[config.mk]
export PLATFORM = sky130hd
export DESIGN_NAME = t09_sound_gen
export DESIGN_NICKNAME = d
export VERILOG_FILES = /design/src/rtl/t09_sound_pkg.sv /design/src/rtl/t09_tone_div.sv /design/src/rtl/t09_sound_gen.sv
export SDC_FILE = /design/constraint.sdc
export NUM_CORES = 1
export LEC_CHECK = 0
export BUFFER_PORTS_ARGS = -buffer_cell sky130_fd_sc_hd__buf_4
export CORE_UTILIZATION = 55
export DETAILED_ROUTE_END_ITERATION = 8
export PLACE_DENSITY_LB_ADDON = 0.25
export SKIP_CTS_REPAIR_TIMING = 1
export SLEW_MARGIN = 10
export SYNTH_ARGS = -nofsm -noshare
export SYNTH_HDL_FRONTEND = slang
export SYNTH_SLANG_ARGS = --single-unit
[constraint.sdc]
create_clock -name clk -period 5.43 [get_ports clk]
set_clock_uncertainty 0.2 [all_clocks]
set_input_delay 1.3575 -clock clk [delete_from_list [all_inputs] [get_ports clk]]
set_output_delay 1.3575 -clock clk [all_outputs]
set_load 0.005 [all_outputs]
[src/rtl/t09_sound_pkg.sv]
// Shared types and default tone/duration constants for the t09 buzzer sound generator.
package t09_sound_pkg;

  localparam int CNT_W_DEF     = 16;
  localparam int DUR_W_DEF     = 20;
  localparam int HALF_GOOD_DEF = 5682;
  localparam int HALF_MOVE_DEF = 11364;
  localparam int HALF_BAD1_DEF = 15152;
  localparam int HALF_BAD2_DEF = 22727;
  localparam int DUR_NOTE_DEF  = 1000000;
  localparam int DUR_MOVE_DEF  = 250000;

  // Numeric order is the retrigger priority.
  typedef enum logic [1:0] {
    NONE = 2'd0,
    MOVE = 2'd1,
    GOOD = 2'd2,
    BAD  = 2'd3
  } snd_class_t;

  typedef enum logic [1:0] {
    IDLE   = 2'd0,
    NOTE_A = 2'd1,
    NOTE_B = 2'd2
  } snd_state_t;

  function automatic snd_class_t classify(input logic good, input logic bad, input logic move);
    snd_class_t c;
    if (bad) begin
      c = BAD;
    end else if (good) begin
      c = GOOD;
    end else if (move) begin
      c = MOVE;
    end else begin
      c = NONE;
    end
    return c;
  endfunction

endpackage

[src/rtl/t09_tone_div.sv]
// Half-period square-wave divider; clr starts a fresh high phase, en=0 parks the output low.
module t09_tone_div
  import t09_sound_pkg::*;
#(
  parameter int CNT_W = CNT_W_DEF
) (
  input  logic             clk,
  input  logic             nRst,
  input  logic             clr,
  input  logic             en,
  input  logic [CNT_W-1:0] half,
  output logic             tone
);

  logic [CNT_W-1:0] cnt_r;

  // Tone toggles after `half` cycles in each phase.
  always_ff @(posedge clk or negedge nRst) begin
    if (!nRst) begin
      tone  <= 1'b0;
      cnt_r <= {CNT_W{1'b0}};
    end else if (clr) begin
      tone  <= 1'b1;
      cnt_r <= {CNT_W{1'b0}};
    end else if (!en) begin
      tone  <= 1'b0;
      cnt_r <= {CNT_W{1'b0}};
    end else if (cnt_r == half - CNT_W'(1)) begin
      tone  <= ~tone;
      cnt_r <= {CNT_W{1'b0}};
    end else begin
      tone  <= tone;
      cnt_r <= cnt_r + CNT_W'(1);
    end
  end

endmodule

[src/rtl/t09_sound_gen.sv]
// Buzzer sound generator: turns playSound plus the causing game event into a timed
// square-wave burst (BAD = two descending notes, GOOD = one high note, MOVE = short click).
module t09_sound_gen
  import t09_sound_pkg::*;
#(
  parameter int CNT_W     = CNT_W_DEF,
  parameter int DUR_W     = DUR_W_DEF,
  parameter int HALF_GOOD = HALF_GOOD_DEF,
  parameter int HALF_MOVE = HALF_MOVE_DEF,
  parameter int HALF_BAD1 = HALF_BAD1_DEF,
  parameter int HALF_BAD2 = HALF_BAD2_DEF,
  parameter int DUR_NOTE  = DUR_NOTE_DEF,
  parameter int DUR_MOVE  = DUR_MOVE_DEF
) (
  input  logic       clk,
  input  logic       nRst,
  input  logic       playSound,
  input  logic       mode_i,
  input  logic       goodColl,
  input  logic       badColl,
  input  logic [3:0] direction,
  output logic       tone,
  output logic       busy
);

  localparam logic [CNT_W-1:0] H_GOOD = CNT_W'(HALF_GOOD);
  localparam logic [CNT_W-1:0] H_MOVE = CNT_W'(HALF_MOVE);
  localparam logic [CNT_W-1:0] H_BAD1 = CNT_W'(HALF_BAD1);
  localparam logic [CNT_W-1:0] H_BAD2 = CNT_W'(HALF_BAD2);
  localparam logic [DUR_W-1:0] D_NOTE = DUR_W'(DUR_NOTE);
  localparam logic [DUR_W-1:0] D_MOVE = DUR_W'(DUR_MOVE);

  function automatic logic [CNT_W-1:0] first_half(input snd_class_t c);
    logic [CNT_W-1:0] h;
    case (c)
      BAD:     h = H_BAD1;
      GOOD:    h = H_GOOD;
      MOVE:    h = H_MOVE;
      default: h = H_MOVE;
    endcase
    return h;
  endfunction

  function automatic logic [DUR_W-1:0] note_dur(input snd_class_t c);
    return (c == MOVE) ? D_MOVE : D_NOTE;
  endfunction

  snd_class_t       evt_q;
  snd_class_t       cls_r;
  snd_state_t       state_r;
  logic [CNT_W-1:0] half_r;
  logic [DUR_W-1:0] dur_r;
  logic [DUR_W-1:0] dur_cnt_r;

  snd_state_t       nxt_state_s;
  snd_class_t       nxt_cls_s;
  logic [CNT_W-1:0] nxt_half_s;
  logic [DUR_W-1:0] nxt_dur_s;
  logic             start_s;
  logic             trig_s;
  logic             expire_s;

  assign trig_s   = playSound & mode_i & (evt_q != NONE);
  assign expire_s = (dur_cnt_r == dur_r - DUR_W'(1));

  // Next-state decode; start_s marks any edge that enters a note with fresh counters.
  always_comb begin
    nxt_state_s = state_r;
    nxt_cls_s   = cls_r;
    nxt_half_s  = half_r;
    nxt_dur_s   = dur_r;
    start_s     = 1'b0;
    if (!mode_i) begin
      nxt_state_s = IDLE;
      nxt_cls_s   = NONE;
    end else begin
      case (state_r)
        IDLE: begin
          if (trig_s) begin
            nxt_state_s = NOTE_A;
            nxt_cls_s   = evt_q;
            nxt_half_s  = first_half(evt_q);
            nxt_dur_s   = note_dur(evt_q);
            start_s     = 1'b1;
          end else begin
            nxt_state_s = IDLE;
          end
        end
        NOTE_A: begin
          if (expire_s && (cls_r == BAD)) begin
            nxt_state_s = NOTE_B;
            nxt_half_s  = H_BAD2;
            nxt_dur_s   = D_NOTE;
            start_s     = 1'b1;
          end else if (trig_s && (expire_s || (evt_q > cls_r))) begin
            // an expiring note behaves like IDLE, so any trigger is taken
            nxt_state_s = NOTE_A;
            nxt_cls_s   = evt_q;
            nxt_half_s  = first_half(evt_q);
            nxt_dur_s   = note_dur(evt_q);
            start_s     = 1'b1;
          end else if (expire_s) begin
            nxt_state_s = IDLE;
            nxt_cls_s   = NONE;
          end else begin
            nxt_state_s = NOTE_A;
          end
        end
        NOTE_B: begin
          if (trig_s && (expire_s || (evt_q > cls_r))) begin
            nxt_state_s = NOTE_A;
            nxt_cls_s   = evt_q;
            nxt_half_s  = first_half(evt_q);
            nxt_dur_s   = note_dur(evt_q);
            start_s     = 1'b1;
          end else if (expire_s) begin
            nxt_state_s = IDLE;
            nxt_cls_s   = NONE;
          end else begin
            nxt_state_s = NOTE_B;
          end
        end
        default: begin
          nxt_state_s = IDLE;
          nxt_cls_s   = NONE;
        end
      endcase
    end
  end

  // State, latched note parameters, duration counter, busy and event alignment register.
  always_ff @(posedge clk or negedge nRst) begin
    if (!nRst) begin
      state_r   <= IDLE;
      cls_r     <= NONE;
      evt_q     <= NONE;
      half_r    <= {CNT_W{1'b0}};
      dur_r     <= {DUR_W{1'b0}};
      dur_cnt_r <= {DUR_W{1'b0}};
      busy      <= 1'b0;
    end else begin
      evt_q     <= classify(goodColl, badColl, |direction);
      state_r   <= nxt_state_s;
      cls_r     <= nxt_cls_s;
      half_r    <= nxt_half_s;
      dur_r     <= nxt_dur_s;
      busy      <= (nxt_state_s != IDLE);
      dur_cnt_r <= (start_s || (nxt_state_s == IDLE)) ? {DUR_W{1'b0}} : dur_cnt_r + DUR_W'(1);
    end
  end

  t09_tone_div #(
    .CNT_W (CNT_W)
  ) u_tone_div (
    .clk  (clk),
    .nRst (nRst),
    .clr  (start_s),
    .en   (nxt_state_s != IDLE),
    .half (half_r),
    .tone (tone)
  );

endmodule

==> flow_summary.ini <==
[run_status]
outcome = completed

[timing]
fin_ws_ns = 1.49
setup_violations = 0
hold_viol = 0
worstMarginPinSlew_ns = 0.997
fmax_mhz = 254
fin_crit_sh_pct = 72.6
final_max_slew_viol_count = 0
rsz0062_at_grt = false
period_needed_ns = 3.94
relSlewSlack_pct = 33.5
whs_ns = 0.319
setup-tns-final_ns = 0

[drt]
ant_nets = 0
avgViaCountPerCell = 6.01
drtIter0Drc = 226
drc = 0
wl_per_cell_um = 16.3
dr.pass1.iters = 8
vias = 4058
drt-total-wl_um = 11000

[grt]
first_global_vias = 3867
antenna_found_initial = 0
grt_max_degree = 81
overflow = 0
grt_usage_pct = 24.3
grt_pass1_wl_um = 18700

[die]
start_util_pct = 57.3
ioPinCount = 12
die-area_sq_um = 9560
core_sq_um = 8810
rows = 34
fp.dieH_um = 97.8
fp.dieW_um = 97.8

[synthesis]
yosysUniqueCellTypes = 68
ys_async_sr_fraction_pct = 100
synth_edf_count = 0
synth_warnings = 0
synthesis.instances = 557
yosysMostFrequentCell = dfrtp_1
yosys.area_share.simple_pct = 23.5
synth_top_family_by_area = simple AND/OR/NAND/NOR gates
synth_area_per_cell_sq_um = 9.05
yosys-top-cells-count = dfrtp_1 (80), nor2_1 (71), xnor2_1 (41), nand2_1 (39), xor2_1 (37)
synthMuxAreaShare_pct = 1.44
synth_xor_area_share_pct = 13.5
ys_seq_area_share_pct = 39.7
syn_area_sq_um = 5040
synth_flop_cell = dfrtp_1
synth-compound-area-share_pct = 15.7
synth_largest_area_cell = dfrtp_1
synth_top_area_share_pct = 39.7
yosys-top-cells-area = dfrtp_1 (40%), xnor2_1 (7.1%), xor2_1 (6.4%), nor2_1 (5.3%), nand2_1 (2.9%)
ys_seq_elements = 80
synth_fa_ha_area_share_pct = 2.48
synth_nets = 577

[worst_setup_path]
crit_type = flop to flop
end_kind = flop
worstSetupStartpointType = flop
cp.required_ns = 5.47
path_max_fanout = 7
cp_data_arrival_time_ns = 3.98

[clock_tree]
insertion_delay_ns = 0.35
clockBufferDepth = 2
htreeDepth = 3
clk_pin_slew_ns = 0.08
clock_sinks = 80
cts_tree = built
cts_inserted_buffers = 9
cts_root_buf = clkbuf_8

[pwr]
p_leak_nw = 2.28
pwr_density_cell_nw_per_um2 = 284
ir_worst_vdd_uv = 173

[place]
dpl_cell_area_sq_um = 5170
portBuffers = 11
hpwl_um = 7980
place_ws_ns = 1.50
place.gp.congestion = 0.957

[finish]
nets = 583
fill_cells = 752
final_util_pct = 61.1
diodes = 0
drive_above_1_share_pct = 8.64
stdcell_area_sq_um = 5380
area_growth_syn_to_layout_pct = 6.72

[job]
maxCapViolations = 0

[hold_path]
worstHoldPathType = flop to flop
==> metal layers <==
metal | vias up | part of all wire, % | wire length, um | global-route usage, %
met5 | - | 0 | 0 | 0
met4 | 0 | 2.4 | 266 | 9.91
met1 | 1977 | 48 | 5250 | 33.4
li1 | 1961 | - | - | -
met2 | 95 | 46 | 5090 | 39.4
met3 | 25 | 3.6 | 391 | 3.01
==> logic make-up after synthesis <==
logic type | Yosys count
flip-flops | 80
AO/OA/AOI/OAI | 113
multiplexers | 7
buffers and inverters | 39
AND/OR/NAND/NOR | 230
adder cells (fa/ha/maj) | 10
XOR/XNOR | 78
==> critical path: stages, from the launching register on <==
cell,delay (ns)
dfrtp_1,0.45
or4_4,0.58
or4_1,0.47
nor4b_1,0.32
a21oi_1,0.13
nor4_4,0.44
a31oi_2,0.19
or4b_4,0.56
a211oi_2,0.31
o21ba_1,0.19
==> power breakdown <==
part | leakage (nW) | switching, mW | internal (mW) | total (mW)
Combinational | 1.13 | 0.185 | 0.152 | 0.337
Clock | 0.0946 | 0.221 | 0.257 | 0.477
Sequential | 1.05 | 0.0721 | 0.640 | 0.712
==> layout make-up <==
type                    count  area, sq um  area share, %
multi-input cells         438         2860           53.0
flip-flops and latches     80         2000           37.2
well taps                 108          135           2.51
clock buffers              10          128           2.37
repair buffers             14          105           1.95
clock inverters             5         82.6           1.53
inverters                  20         75.1           1.39
==> per-stage QoR <==
| step | power [mW] | std cells |
|---|---|---|
| 3_5_place_dp | 1.06 | 660 |
| 4_1_cts | 1.54 | 675 |
| 5_1_grt | 1.60 | 675 |
| 2_1_floorplan | 0.971 | 557 |
| 6_report | 1.53 | 675 |
| 3_3_place_gp | 1.04 | 660 |
==> cell usage in the layout (no fill, tap or decap), drive strengths merged, types with 6 or more instances in the layout <==
cell,count
a21oi,24
a22oi,6
ha,10
nand2,39
inv,20
dfrtp,80
o21ai,26
xor2,37
xnor2,41
and2,13
buf,14
clkbuf,10
nor2,71
o21a,7
nor4,9
nor3,17
and3,12
nand3,29
nand2b,7
==> worst paths after layout <==
kind                             from            to  slack [ns]  cells past startpoint
max in group asynchronous        nRst    state_r[1]        3.42                      1
setup / recovery             dur_r[3]     dur_r[18]        1.49                      9
hold / removal             half_r[15]    half_r[15]        0.32                      1
hold reg to reg            half_r[15]    half_r[15]        0.32                      1
min in group asynchronous        nRst  dur_cnt_r[8]        0.97                      1
setup reg to reg             dur_r[3]     dur_r[18]        1.49                      9
==> sequential cells by signal, indices dropped and copies added (netlist names) <==
register and flops:
dur_cnt_r 20, dur_r 20, half_r 16, u_tone_div.cnt_r 16, cls_r 2, evt_q 2, state_r 2, busy 1
u_tone_div.tone 1
Power figures use the tool's default switching activity.
